File: config.mk
export PLATFORM = sky130hd
export DESIGN_NAME = fetch_stage
export DESIGN_NICKNAME = d
export VERILOG_FILES = /design/src/rtl/fetch_stage_pkg.sv /design/src/rtl/fetch_stage_if_id_reg.sv /design/src/rtl/fetch_stage.sv
export SDC_FILE = /design/constraint.sdc
export NUM_CORES = 1
export LEC_CHECK = 0
export CAP_MARGIN = 20
export CORE_UTILIZATION = 26
export DETAILED_ROUTE_END_ITERATION = 7
export GPL_TIMING_DRIVEN = 0
export MAX_ROUTING_LAYER = met4
export PLACE_DENSITY = 0.62
export SYNTH_ARGS = -nofsm -noshare
export SYNTH_HDL_FRONTEND = slang
export SYNTH_SLANG_ARGS = --single-unit
File: constraint.sdc
create_clock -name clk -period 2.9 [get_ports clk]
set_clock_uncertainty 0.15 [all_clocks]
set_input_delay 0.435 -clock clk [delete_from_list [all_inputs] [get_ports clk]]
set_output_delay 0.435 -clock clk [all_outputs]
set_load 0.01 [all_outputs]
File: src/rtl/fetch_stage_pkg.sv
// Shared fetch-stage definitions: NOP encoding,
// instruction width and fetch FSM state encoding.
package fetch_stage_pkg;

   localparam int INSTR_W = 32;

   localparam logic [INSTR_W-1:0] NOP = 32'h0000_0013;

   typedef enum logic {
      BOOT = 1'b0,
      RUN  = 1'b1
   } fetch_state_e;

endpackage

File: src/rtl/fetch_stage_if_id_reg.sv
// IF/ID pipeline register: bubble/flush beats stall,
// stall beats capture.
module if_id_reg
   import fetch_stage_pkg::*;
#(
   parameter int WIDTH    = 32,
   parameter int ADDR_BUS = 32
) (
   input  logic                clk,
   input  logic                rst,
   input  logic                bubble,
   input  logic                flush,
   input  logic                stall,
   input  logic [WIDTH-1:0]    instr_in,
   input  logic [ADDR_BUS-1:0] pc_in,
   input  logic [ADDR_BUS-1:0] pc_plus4_in,
   output logic [WIDTH-1:0]    instr_d,
   output logic [ADDR_BUS-1:0] pc_d,
   output logic [ADDR_BUS-1:0] pc_plus4_d,
   output logic                valid_d
);

   // Load a NOP bubble, hold, or capture the fetched word.
   always_ff @(posedge clk) begin
      if (rst || bubble || flush) begin
         instr_d    <= WIDTH'(NOP);
         pc_d       <= '0;
         pc_plus4_d <= '0;
         valid_d    <= 1'b0;
      end else if (!stall) begin
         instr_d    <= instr_in;
         pc_d       <= pc_in;
         pc_plus4_d <= pc_plus4_in;
         valid_d    <= 1'b1;
      end
   end

endmodule

File: src/rtl/fetch_stage.sv
// Instruction fetch: PC register, next-PC selection,
// boot FSM and the IF/ID register.
module fetch_stage
   import fetch_stage_pkg::*;
#(
   parameter int                  WIDTH    = 32,
   parameter int                  ADDR_BUS = 32,
   parameter logic [ADDR_BUS-1:0] RESET_PC = '0
) (
   input  logic                clk,
   input  logic                rst,
   input  logic                stall_f,
   input  logic                flush_d,
   input  logic                redirect,
   input  logic [ADDR_BUS-1:0] redirect_target,
   output logic [ADDR_BUS-1:0] imem_addr,
   input  logic [WIDTH-1:0]    imem_rd,
   output logic [WIDTH-1:0]    instr_d,
   output logic [ADDR_BUS-1:0] pc_d,
   output logic [ADDR_BUS-1:0] pc_plus4_d,
   output logic                valid_d,
   output logic                misalign_err
);

   fetch_state_e        state, state_nxt;
   logic [ADDR_BUS-1:0] pc, pc_nxt, pc_plus4;
   logic                misalign_nxt;
   logic                boot;

   assign pc_plus4  = pc + ADDR_BUS'(4);
   assign imem_addr = pc;

   // State, PC and sticky misalign flag registers.
   always_ff @(posedge clk) begin
      if (rst) begin
         state        <= BOOT;
         pc           <= RESET_PC;
         misalign_err <= 1'b0;
      end else begin
         state        <= state_nxt;
         pc           <= pc_nxt;
         misalign_err <= misalign_nxt;
      end
   end

   // Next state and next PC: redirect > stall > PC+4.
   always_comb begin
      state_nxt    = state;
      pc_nxt       = pc;
      misalign_nxt = misalign_err;
      boot         = 1'b0;
      unique case (state)
         BOOT: begin
            state_nxt = RUN;
            pc_nxt    = RESET_PC;
            boot      = 1'b1;
         end
         RUN: begin
            if (redirect) begin
               pc_nxt = {redirect_target[ADDR_BUS-1:2], 2'b00};
               if (|redirect_target[1:0])
                  misalign_nxt = 1'b1;
            end else if (!stall_f) begin
               pc_nxt = pc_plus4;
            end
         end
         default: begin
            state_nxt = BOOT;
         end
      endcase
   end

   if_id_reg #(
      .WIDTH    (WIDTH),
      .ADDR_BUS (ADDR_BUS)
   ) u_if_id (
      .clk         (clk),
      .rst         (rst),
      .bubble      (boot),
      .flush       (flush_d),
      .stall       (stall_f),
      .instr_in    (imem_rd),
      .pc_in       (pc),
      .pc_plus4_in (pc_plus4),
      .instr_d     (instr_d),
      .pc_d        (pc_d),
      .pc_plus4_d  (pc_plus4_d),
      .valid_d     (valid_d)
   );

endmodule

-- After elaboration in Yosys (flattened, before gate mapping)
Index checks and enable logic that the tools add are counted.
- register bits: 131
- logic and storage cells: 19
- input port bits: 69
- output and inout port bits: 130
- eq/ne operators: 1
- add/subtract/negate cells: 1
- reduce and logical (&&, ||, !) cells: 4
- multiplexer cells: 5
- bitwise gates (word level): 1
- operators with widths (cell ; number):
    $mux W32 ; 2
    $pmux W32 S2 ; 1
    $add A32 B3 Y32 const B ; 1
    $ne A3 B3 Y1 const B ; 1
    $reduce_and A3 Y1 ; 1
    $logic_or A1 B1 Y1 ; 2
    $mux W1 ; 2
    $reduce_or A2 Y1 ; 1
    $not A1 Y1 ; 1

-- Depth between registers and ports, before layout
Gate-level depths: netlist of the first run.
- word-level depth: 4
- depth in mapped cells: 8
- mapped depth without buffers: 6

-- Modules after synthesis
A second synthesis of the first run with hierarchy kept.
- cells, all modules: 623
- area total of the unflattened synthesis: 5820.6 µm²
- modules (own cells, without submodules) (module ; area each (µm²) ; instances ; cells an instance ; seq. area each (µm²)):
    if_id_reg ; 3487.1 ; 1 ; 315 ; 1941.9
    fetch_stage ; 2333.5 ; 1 ; 308 ; 640.6

-- Worst setup path after synthesis of the first run
OpenSTA, ideal clock, no wires.
- path kind: register to register
- from: register pc[2] (netlist: imem_addr[2])
- to: register pc[22] (netlist: imem_addr[22])
- stages on the path, launching flop included: 9
- setup slack: 0.656 ns
- data required time: 2.617 ns
- clock period less this slack: 2.244 ns
- arrival: 1.961 ns
- buffers on the path: 2
- library setup time: 0.133 ns
- cell sequence: dfxtp_1 > ha_1 > nand4_1 > or3_1 > buf_2 > buf_6 > nor4_1 > xnor2_1 > a21oi_1
- word-level cells in the longest chain between the ends: 4
- RTL lines (element ; RTL line ; source):
    start, declared ; fetch_stage.sv:26 ; logic [ADDR_BUS-1:0] pc, pc_nxt, pc_plus4;
    start signal, assigned ; fetch_stage.sv:41 ; pc <= pc_nxt;
    $add A32 B3 Y32 ; fetch_stage.sv:30 ; assign pc_plus4 = pc + ADDR_BUS'(4);
    $mux W32 ; fetch_stage.sv:63 ; end else if (!stall_f) begin
    $mux W32 ; fetch_stage.sv:59 ; if (redirect) begin
    $pmux W32 S2 ; fetch_stage.sv:52 ; unique case (state)
No other way between the ends. The select of a mux whose other input is x is not followed.
A chain may end at the register's enable or synchronous reset.

-- Worst setup path after layout of the first run
- from: register pc[2] (netlist: imem_addr[2])
- to: register pc[24] (netlist: imem_addr[24])
Same word-level chain as after synthesis.

==> results of run 1 <==
## worst max-delay path, delay by kind of cell, from the launching register on
kind                       cells  cell delay, ns
AOI/OAI and AO/OA              1            0.08
xor gates and xnor gates       1            0.17
adders and majority gates      1            0.29
buffers and inverters          2            0.32
DFF                            1            0.50
and+or+nand+nor                3            0.85
## cell type report
type	count	area share (%)
flip-flops and latches	125	30.27
clock buffers	23	5.903
well taps	270	4.087
clock inverters	9	1.332
multi-input cells	424	31.65
repair buffers	191	23.13
plain buffers	56	3.224
inverters	9	0.4087
## routing by layer
layer  routed length [um]  vias up
li1                     -     2504
met1                 8526     2360
met2                 8687      184
met3                 1050       23
met4                  274        0
met5                    0        -
## per-stage QoR
step           std cells  util (%)
2_1_floorplan        614         -
3_3_place_gp        1075     37.78
3_5_place_dp        1075     37.78
4_1_cts             1107     40.72
5_1_grt             1107     40.72
6_report            1107     40.72
## kinds of logic after synthesis
| group | synth area share (%) |
|---|---|
| simple gates | 17.12 |
| other cells | 0.06944 |
| mux | 11.86 |
| buf+inv | 5.561 |
| xor+xnor | 7.785 |
| fa+ha+maj | 0.2317 |
| flops | 46.34 |
| compound gates | 11.03 |
## synth_stat cells (2+ instances only)
library cell  count  area share (%)
xor2_1            8             1.3
o21ai_0          40             3.7
a22oi_1           4            0.56
o21a_1            2            0.28
nand2_1          35             2.4
buf_2            10            0.93
nand3_1          15             1.4
a21oi_1          53             4.9
xnor2_1          40             6.5
clkbuf_1         28             1.9
buf_4             7            0.97
mux2i_1          64              12
a211oi_1          3            0.42
nand4_1           4            0.46
and3_1            3            0.35
nor4_1            9             1.0
clkinv_1          2            0.14
clkbuf_2          2            0.19
and4_1            4            0.65
buf_6             2            0.42
o31a_1            2            0.32
nand2b_1          2            0.23
nor2b_1           2            0.23
dfxtp_1         125              46
nor3_1           16             1.5
buf_1             7            0.49
nor2_1           96             6.7
inv_1             7            0.49
## registers in the layout (all words and copies together), names as in the netlist
name,cells
u_if_id.pc_plus4_d,30
imem_addr,30
u_if_id.instr_d,32
state,1
misalign_err,1
u_if_id.valid_d,1
u_if_id.pc_d,30
## cell usage in the layout, fill, tap and decap left out, drive strengths merged, types with 15 or more instances in the layout
cell	n
buf	26
mux2i	64
nand3	15
xnor2	40
o21ai	40
dfxtp	125
nand2	35
clkbuf	53
a21oi	53
nor2	96
nor3	17
clkdlybuf4s50	191
## power by group through the flow
stage          Combinational, mW  Clock, mW  Sequential, mW
2_1_floorplan              0.185          0            1.83
3_5_place_dp               0.427          0            1.83
4_1_cts                    0.429       2.20            1.79
5_1_grt                    0.457       2.29            1.79
6_report                   0.426       2.16            1.79
3_3_place_gp               0.425          0            1.82
## worst min-delay path by stage
| stage | from | to | slack [ns] |
|---|---|---|---|
| floorplan | misalign_err | misalign_err | 0.31 |
| global placement | misalign_err | misalign_err | 0.29 |
| detailed placement | misalign_err | misalign_err | 0.30 |
| CTS | misalign_err | misalign_err | 0.31 |
| global route | misalign_err | misalign_err | 0.33 |
| finish | misalign_err | misalign_err | 0.30 |
==> metrics.md, run 1 <==
| Metric | Value |
|---|---|
| Least-Margin Pin Slew | 0.9046 ns |
| Max-slew violations | 0 |
| Shortest period the worst path allows | 2.508 ns |
| Hold crit path type | flop to flop |
| Gr usage total | 17.97% |
| Switching share of total power | 23.98% |
| Busiest grt layer | met2 |
| WL/cell | 16.75 um |
| Post-CTS Setup Inserts | 0 |
| Number of synthesized flops with an enable pin | 0 |
| Via count | 5,071 |
| Die height | 146.1 um |
| Row cnt | 52 |
| Worst Slack Setup Final | 0.3922 ns |
| Sequential power share | 40.8% |
| Port Buf Inserts | 191 |
| Design Area, Final | 8267 um2 |
| Layout cells sized above 1 | 6.930% |
| Worst slack at placement | 0.08042 ns |
| Slew HR | 39.69% |
| Combinational power share | 9.7% |
| Worst setup path class | flop to flop |
| Lkg Pwr | 2.955 nW |
| Ys Warns | 0 |
| Crit path from | imem_addr[2] |
| Drt via density | 4.581 |
| Routed wire length | 18,540 um |
| Final net count | 894 |
| Final hold vios | 0 |
| Tot Pwr | 4.379 mW |
| Max Buffers Root-to-Sink | 2 |
| Wire length of the first global-routing pass | 28,220 um |
| RSZ-0062 raised after global routing | no |
| Hold-fix buffers, CTS | 0 |
| Total grt overflow | 0 |
| Hold Path Depth | 2 |
| Post-synthesis register bit count | 125 |
| Worst R2R Path Depth | 8 |
| FF/Latch Area | 2502 um2 |
| Worst r2r src | imem_addr[2] |
| Mapped Area | 5400 um2 |
| Met2 usage | 28.13% |
| H-tree Lvls | 4 |
| Endpoint type of the worst setup path | flop |
| Avg Cell Area, Syn | 8.867 um2 |
| Fin crit share | 86.47% |
| Worst Path Arrival | 2.65 ns |
| Clk root buf | clkbuf_16 |
| Clk_lat worst skew | 0.43 ns |
| Status | complete, no violations |
| DR iter-0 viols | 301 |
| Ys flop type | dfxtp_1 |
| Die ar. | 21,350 um2 |
| Net Sw Power | 1.050 mW |
| Worst setup endpoint | imem_addr[24] |
| Syn Inst Count | 609 |
| Clk pin slew, worst setup/hold paths | 0.06 ns |
| Post-route DRC violation count | 0 |
| Grt met1 use | 22.46% |
| P_int | 3.329 mW |
| Initial Utilization | 26.60% |
| Dpl hpwl | 13,600 um |
| Crit-path cells | ha_1, nand4_1, or3_1, buf_2, buf_6, nor4_1, xnor2_1, a21oi_1 |
| RR Endpoint | imem_addr[24] |
| Core Box Area | 20,300 um2 |
| Setup TNS | 0 ns |
| Initial antenna violation count | 0 |
| WHS | 0.3029 ns |
| Setup Viol. Count Final | 0 |
| Fillers | 2,079 |
| CTS Buf Count | 17 |
| Crit path largest cell delay | 0.50 ns |
| Diodes inserted | 0 |
| Distinct cells, synth | 45 |
| Setup crit start kind | flop |
| R2R setup slack | 0.39 ns |
| CTS Sinks | 125 |
| Maxcap violations | 0 |
| Met3 Use GR | 4.313% |
| Post-DP Area | 7669 um2 |
| Area growth syn-to-layout | 53.08% |
| Sequential element share of the synthesized area | 46.34% |
| Worst EP required | 3.04 ns |
| Pwr per Cell Area | 529.7 nW/um2 |
| Crit path max fanout | 10 |
| CP max-delay cell | dfxtp_1 |
| Ys async rst share | 0% |
| Ports | 199 |
| First-pass DRT Iterations | 4 |
| Multi-input logic area | 2616 um2 |
| Largest net degree at the start of global routing | 17 |
| Vias in the first global route | 4,943 |
| Worst vdd ir | 0.0003715 V |
| Routability congestion estimate | 0.8184 |
| Post-CTS sizing | 0 |
| Max Clk Rate | 398.8 MHz |
| Final ANT Viol Nets | 0 |
| Clock share of power | 49.4% |
| TritonCTS clock tree | yes |
| Chip width | 146.1 um |
Power figures use the tool's default switching activity.
==> run 2: changes to the inputs <==
- ABC_AREA: default -> 1
- PLACE_DENSITY: 0.62 -> 0.61
==> run 2 against run 1 <==
Total power up 5.4%. Final area rose by 5.0%. Clock power up 8%.
==> metrics.md, run 2 <==
| Metric | Value |
|---|---|
| Top cells by count, synth | nand2_1, nor2_1, dfxtp_1 (was dfxtp_1, nor2_1, mux2i_1) |
| Drt via density | 4.455 (was 4.581) |
| Lkg Pwr | 3.388 nW (was 2.955 nW) |
| Post-synthesis register bit count | 125 (unchanged) |
| Mapped Area | 5758 um2 (was 5400 um2) |
| Crit path from | imem_addr[12] (was imem_addr[2]) |
| DR iter-0 viols | 358 (was 301) |
| Crit path max fanout | 6 (was 10) |
| Area share of the largest cell type after synthesis | 43.46% (was 46.34%) |
| Min-delay src | rst (was misalign_err) |
| Dpl hpwl | 16,070 um (was 13,600 um) |
| Distinct cells, synth | 30 (was 45) |
| Most frequent cells in the layout | nand2_1, clkdlybuf4s50_1, nor2_1 (was clkdlybuf4s50_1, dfxtp_1, nor2_1) |
| Final ANT Viol Nets | 0 (unchanged) |
| Worst slack at placement | 0.4083 ns (was 0.08042 ns) |
| Post-CTS Setup Inserts | 0 (unchanged) |
| Post-route DRC violation count | 0 (unchanged) |
| Max Clk Rate | 465.4 MHz (was 398.8 MHz) |
| Die height | 150.8 um (was 146.1 um) |
| WHS | 0.04573 ns (was 0.3029 ns) |
| Max Buffers Root-to-Sink | 2 (unchanged) |
| Area growth syn-to-layout | 50.74% (was 53.08%) |
| Clk root buf | clkbuf_16 (unchanged) |
| Crit-path cells | clkdlybuf4s50_1 (was ha_1, nand4_1, or3_1, buf_2, buf_6, nor4_1, xnor2_1, a21oi_1) |
| Top delay family on crit path | buffers and inverters (was simple AND/OR/NAND/NOR gates) |
| Worst R2R Path Depth | 10 (was 8) |
| Layout cells sized above 1 | 9.510% (was 6.930%) |
| Endpoint type of the worst setup path | output pin (was flop) |
| Worst vdd ir | 0.0002919 V (was 0.0003715 V) |
| Setup crit start kind | flop (unchanged) |
| Max reg flops | 32 (unchanged) |
| Wire length of the first global-routing pass | 31,400 um (was 28,220 um) |
| Largest area contributor in the netlist | dfxtp_1 (unchanged) |
| CTS Buf Count | 17 (unchanged) |
| Setup Viol. Count Final | 0 (unchanged) |
| Ys flop type | dfxtp_1 (unchanged) |
| Least-Margin Pin Slew | 0.6337 ns (was 0.9046 ns) |
| Sequential element share of the synthesized area | 43.46% (was 46.34%) |
| Diodes inserted | 0 (unchanged) |
| Largest net degree at the start of global routing | 17 (unchanged) |
| Tot Pwr | 4.614 mW (was 4.379 mW) |
| Routed wire length | 21,160 um (was 18,540 um) |
| Fillers | 2,263 (was 2,079) |
| TritonCTS clock tree | yes (unchanged) |
| Most common cell after layout, fill and taps aside | nand2_1 (was clkdlybuf4s50_1) |
| Ys async rst share | 0% (unchanged) |
| Hold-fix buffers, CTS | 0 (unchanged) |
| Syn Inst Count | 834 (was 609) |
| Worst EP required | 2.32 ns (was 3.04 ns) |
| Gr usage total | 19.35% (was 17.97%) |
| Synth top area cells | dfxtp_1, nand2_1, nor2_1 (was dfxtp_1, mux2i_1, nor2_1) |
| Worst Path Arrival | 1.56 ns (was 2.65 ns) |
| CP max-delay cell | clkdlybuf4s50_1 (was dfxtp_1) |
| Final net count | 1,119 (was 894) |
| Status | complete, no violations (unchanged) |
| Critical path buffers and inverters | 1 (was 2) |
| Initial Utilization | 26.47% (was 26.60%) |
| Via count | 5,978 (was 5,071) |
| Most common cell in the netlist | nand2_1 (was dfxtp_1) |
| Clk_lat worst skew | 0.43 ns (about the same) |
| Slew HR | 57.75% (was 39.69%) |
| Avg Cell Area, Syn | 6.904 um2 (was 8.867 um2) |
| Setup TNS | 0 ns (unchanged) |
| RR Endpoint | u_if_id.pc_plus4_d[24] (was imem_addr[24]) |
| Hold crit path type | input port to flop (was flop to flop) |
| Ys Warns | 0 (unchanged) |
| Final hold vios | 0 (unchanged) |
| Maxcap violations | 0 (unchanged) |
| Clk pin slew, worst setup/hold paths | 0.06 ns (about the same) |
| Core Box Area | 21,760 um2 (was 20,300 um2) |
| Total grt overflow | 0 (unchanged) |
| Pwr per Cell Area | 531.6 nW/um2 (was 529.7 nW/um2) |
| Worst Slack Setup Final | 0.7512 ns (was 0.3922 ns) |
| Port Buf Inserts | 191 (unchanged) |
| Worst r2r src | imem_addr[3] (was imem_addr[2]) |
| Worst setup endpoint | imem_addr[12] (was imem_addr[24]) |
| RSZ-0062 raised after global routing | no (unchanged) |
| H-tree Lvls | 4 (unchanged) |
| Biggest register | u_if_id.instr_d (unchanged) |
| R2R setup slack | 0.84 ns (was 0.39 ns) |
| Fin crit share | 74.10% (was 86.47%) |
| Post-CTS sizing | 0 (unchanged) |
| Worst setup path class | flop to output pin (was flop to flop) |
| Chip width | 150.8 um (was 146.1 um) |
| CTS Sinks | 125 (unchanged) |
| WL/cell | 15.77 um (was 16.75 um) |
| Critical path depth | 1 (was 8) |
| Shortest period the worst path allows | 2.149 ns (was 2.508 ns) |
| Number of synthesized flops with an enable pin | 0 (unchanged) |
| Vias in the first global route | 5,537 (was 4,943) |
| Max-slew violations | 0 (unchanged) |
| Die ar. | 22,750 um2 (was 21,350 um2) |
| Routability congestion estimate | 0.8824 (was 0.8184) |
| Row cnt | 54 (was 52) |
| Ports | 199 (unchanged) |
| Crit path largest cell delay | 0.61 ns (was 0.50 ns) |
| First-pass DRT Iterations | 4 (unchanged) |
| Initial antenna violation count | 0 (unchanged) |
-- run 2: worst min path at each step --
stage               cells after the start                  end  slack [ns]
global route                            2        imem_addr[31]        0.04
floorplan                               2         misalign_err        0.32
finish                                  2        imem_addr[31]        0.05
CTS                                     2        imem_addr[31]        0.03
global placement                        2         misalign_err        0.29
detailed placement                      2  u_if_id.instr_d[13]        0.30
-- run 2: cell type report --
class,instances,area (um2),area share [%]
inverter,66,247.7,2.854
timing repair buffer,191,1912,22.03
multi-input combinational,597,2753,31.71
sequential,125,2502,28.83
tap,280,350.3,4.036
clock inverter,13,187.7,2.162
buffer,51,274.0,3.157
clock buffer,19,452.9,5.218
-- run 2: power by group --
part           switching, mW  total (mW)  internal [mW]  leakage (nW)
sequential            0.0435        1.80           1.76          1.01
combinational          0.251       0.475          0.224          2.08
clock                  0.853        2.34           1.49         0.294
total                   1.15        4.61           3.47          3.39
-- run 2: through the flow --
step | cells | cell area [um2] | util [%]
after floorplan | 839 | 5777 | -
after global placement | 1310 | 8039 | 36.95
after detailed placement | 1310 | 8039 | 36.95
after CTS | 1342 | 8680 | 39.90
after global routing | 1342 | 8680 | 39.90
final | 1342 | 8680 | 39.90
-- run 2: cells by family (layout without fill, tap and decap cells) --
group / count (synthesis) / count (layout) / synth area share (%)
flip-flops: 125 / 125 / 43.46
adder cells (fa/ha/maj): 1 / 1 / 0.2173
other: 1 / 6 / 0.06513
AO/OA/AOI/OAI: 145 / 145 / 13.78
XOR/XNOR: 9 / 9 / 1.369
buffers and inverters: 117 / 340 / 9.061
AND/OR/NAND/NOR: 436 / 436 / 32.05
-- run 2: per-layer routing --
metal	vias to the layer above	routed length (um)	track usage (%)
li1	3057	-	-
met1	2703	9605	23.93
met2	197	9954	31.77
met3	21	1372	4.337
met4	0	224	4.950
met5	-	0	-
==> run 3: changes to the inputs <==
- clock period: 2.9 -> 2.2 ns (I/O delays scaled with it)
==> run 3 against run 2 <==
Final area rose by 0.13%. Hold slack improved by 0.27 ns. Via count rose by 0.54%. Cell count barely moved. Critical path depth did not move. Combinational power rose by 32%. Die area did not move. Setup slack got worse by 0.60 ns. Clock power rose by 32%. Flip-flop and latch count did not move. Largest cell class unchanged. Largest power group unchanged.
==> metrics.md, run 3 (synthesis gave the netlist of run 2 again) <==
| Metric | Value |
|---|---|
| Wire length of the first global-routing pass | 31,400 um (unchanged) |
| Maxcap violations | 0 (unchanged) |
| Initial antenna violation count | 0 (unchanged) |
| Worst vdd ir | 0.0003848 V (was 0.0002919 V) |
| Dpl hpwl | 16,070 um (unchanged) |
| Clk root buf | clkbuf_16 (unchanged) |
| Die ar. | 22,750 um2 (unchanged) |
| Max reg flops | 32 (unchanged) |
| Setup crit start kind | flop (unchanged) |
| Shortest period the worst path allows | 2.049 ns |
| Routability congestion estimate | 0.8824 (unchanged) |
| Gr usage total | 19.35% (about the same) |
| H-tree Lvls | 4 (unchanged) |
| Setup Viol. Count Final | 0 (unchanged) |
| Max Buffers Root-to-Sink | 2 (unchanged) |
| First-pass DRT Iterations | 5 (was 4) |
| Largest net degree at the start of global routing | 17 (unchanged) |
| DR iter-0 viols | 394 (was 358) |
| Layout cells sized above 1 | 9.595% (was 9.510%) |
| Area growth syn-to-layout | 50.93% (was 50.74%) |
| Final hold vios | 0 (unchanged) |
| Least-Margin Pin Slew | 0.6798 ns (was 0.6337 ns) |
| Max-slew violations | 0 (unchanged) |
| Routed wire length | 21,210 um (was 21,160 um) |
| Met3 WL | 1448 um (was 1372 um) |
| Fin util | 39.95% (was 39.90%) |
| Worst Path Arrival | 1.57 ns (was 1.56 ns) |
| Die height | 150.8 um (unchanged) |
| Hold Path Depth | 2 (unchanged) |
| Endpoint type of the worst setup path | output pin (unchanged) |
| Met1 Wirelength | 9556 um (was 9605 um) |
| Worst r2r src | imem_addr[2] (was imem_addr[3]) |
| Crit path largest cell delay | 0.61 ns (about the same) |
| Final ANT Viol Nets | 0 (unchanged) |
| Most frequent cells in the layout | nand2_1, clkdlybuf4s50_1, nor2_1 (unchanged) |
| Fillers | 2,266 (was 2,263) |
| Clk pin slew, worst setup/hold paths | 0.06 ns (about the same) |
| Pwr per Cell Area | 699.8 nW/um2 (was 531.6 nW/um2) |
| Drt via density | 4.475 (was 4.455) |
| Core Box Area | 21,760 um2 (unchanged) |
| CTS Sinks | 125 (unchanged) |
| Worst setup path class | flop to output pin (unchanged) |
| Multi-input logic area | 2753 um2 (unchanged) |
| Min-delay src | misalign_err (was rst) |
| Crit-path cells | clkdlybuf4s50_1 (unchanged) |
| Total grt overflow | 0 (unchanged) |
| Lkg Pwr | 3.393 nW (was 3.388 nW) |
| Row cnt | 54 (unchanged) |
| Highest metal layer with signal wires | met4 (unchanged) |
| Chip width | 150.8 um (unchanged) |
| Post-CTS Setup Inserts | 0 (unchanged) |
| Hold crit path type | flop to flop (was input port to flop) |
| Fin crit share | 93.15% |
| TritonCTS clock tree | yes (unchanged) |
| Tot Pwr | 6.081 mW (was 4.614 mW) |
| Status | complete, no violations (unchanged) |
| Clk_lat worst skew | 0.43 ns (about the same) |
| Initial Utilization | 26.47% (unchanged) |
| WL/cell | 15.79 um (was 15.77 um) |
| Via count | 6,010 (was 5,978) |
| Final net count | 1,120 (was 1,119) |
| Worst EP required | 1.72 ns (was 2.32 ns) |
| R2R setup slack | 0.22 ns (was 0.84 ns) |
| Vias in the first global route | 5,540 (was 5,537) |
| RSZ-0062 raised after global routing | no (unchanged) |
| Crit path max fanout | 6 (unchanged) |
| Post-route DRC violation count | 0 (unchanged) |
| Max Clk Rate | 488.0 MHz |
| FF/Latch Area | 2504 um2 (was 2502 um2) |
| Diodes inserted | 0 (unchanged) |
| CP max-delay cell | clkdlybuf4s50_1 (unchanged) |
| Port Buf Inserts | 191 (unchanged) |
| RR Endpoint | u_if_id.pc_plus4_d[28] (was u_if_id.pc_plus4_d[24]) |
| CTS Buf Count | 17 (unchanged) |
| Most common cell after layout, fill and taps aside | nand2_1 (unchanged) |
| Ports | 199 (unchanged) |
| Critical path buffers and inverters | 1 (unchanged) |
| Worst R2R Path Depth | 10 (unchanged) |
| Slew HR | 54.68% (was 57.75%) |
| WHS | 0.3133 ns (was 0.04573 ns) |
| Biggest register | u_if_id.instr_d (unchanged) |
| Top delay family on crit path | buffers and inverters (unchanged) |
| Hold worst-path end | misalign_err (was imem_addr[31]) |
| Wire length on met2 | 9983 um (was 9954 um) |
==> run 3: cell count changes in the layout (fill, tap and decap cells not counted), sizes merged <==
cell | previous run | this run
dlygate4sd3 | 0 | 1
==> run 3: layout make-up <==
type	count	area share, %
Multi-Input combinational cell	597	31.67
Sequential cell	125	28.81
Timing Repair Buffer	192	22.11
Clock buffer	19	5.212
Tap cell	280	4.031
Buffer	51	3.153
Inverter	66	2.851
Clock inverter	13	2.160
==> run 3: how the worst max path moves through the flow <==
stage | depth (start not counted) | endpoint | start
finish | 1 | imem_addr[11] | imem_addr[11]
detailed placement | 8 | u_if_id.pc_plus4_d[29] | stall_f
global route | 10 | u_if_id.pc_plus4_d[24] | imem_addr[2]
global placement | 8 | u_if_id.pc_plus4_d[29] | stall_f
floorplan | 10 | imem_addr[20] | imem_addr[3]
CTS | 1 | imem_addr[11] | imem_addr[11]
==> run 3: repair_timing <==
item | 4_1_cts | 5_1_grt
hold endpoints to repair | 2 | 0
hold buffers | 1 | 0
resized for setup | 0 | 1
endpoints found under the setup margin | 0 | 4
==> run 3: power by group <==
part | total (mW) | switching [mW] | internal [mW]
clock network | 3.08 | 1.12 | 1.96
registers | 2.37 | 0.0571 | 2.32
logic | 0.627 | 0.331 | 0.296
total | 6.08 | 1.51 | 4.57
==> run 3: per-stage QoR <==
stage | setup TNS [ns] | instances | cell area (um2) | setup slack [ns]
after floorplan | 0 | 839 | 5777 | 0.4881
after global placement | -3.154 | 1310 | 8039 | -0.1635
after detailed placement | -3.901 | 1310 | 8039 | -0.1867
after CTS | 0 | 1343 | 8690 | 0.1345
after global routing | 0 | 1343 | 8691 | 0.05233
final | 0 | 1343 | 8691 | 0.1507
==> run 3: routing by layer <==
layer	vias to the layer above	global-route usage [%]
met5	-	-
met4	0	4.950
met3	20	4.337
met2	220	31.77
met1	2707	23.91
li1	3063	-
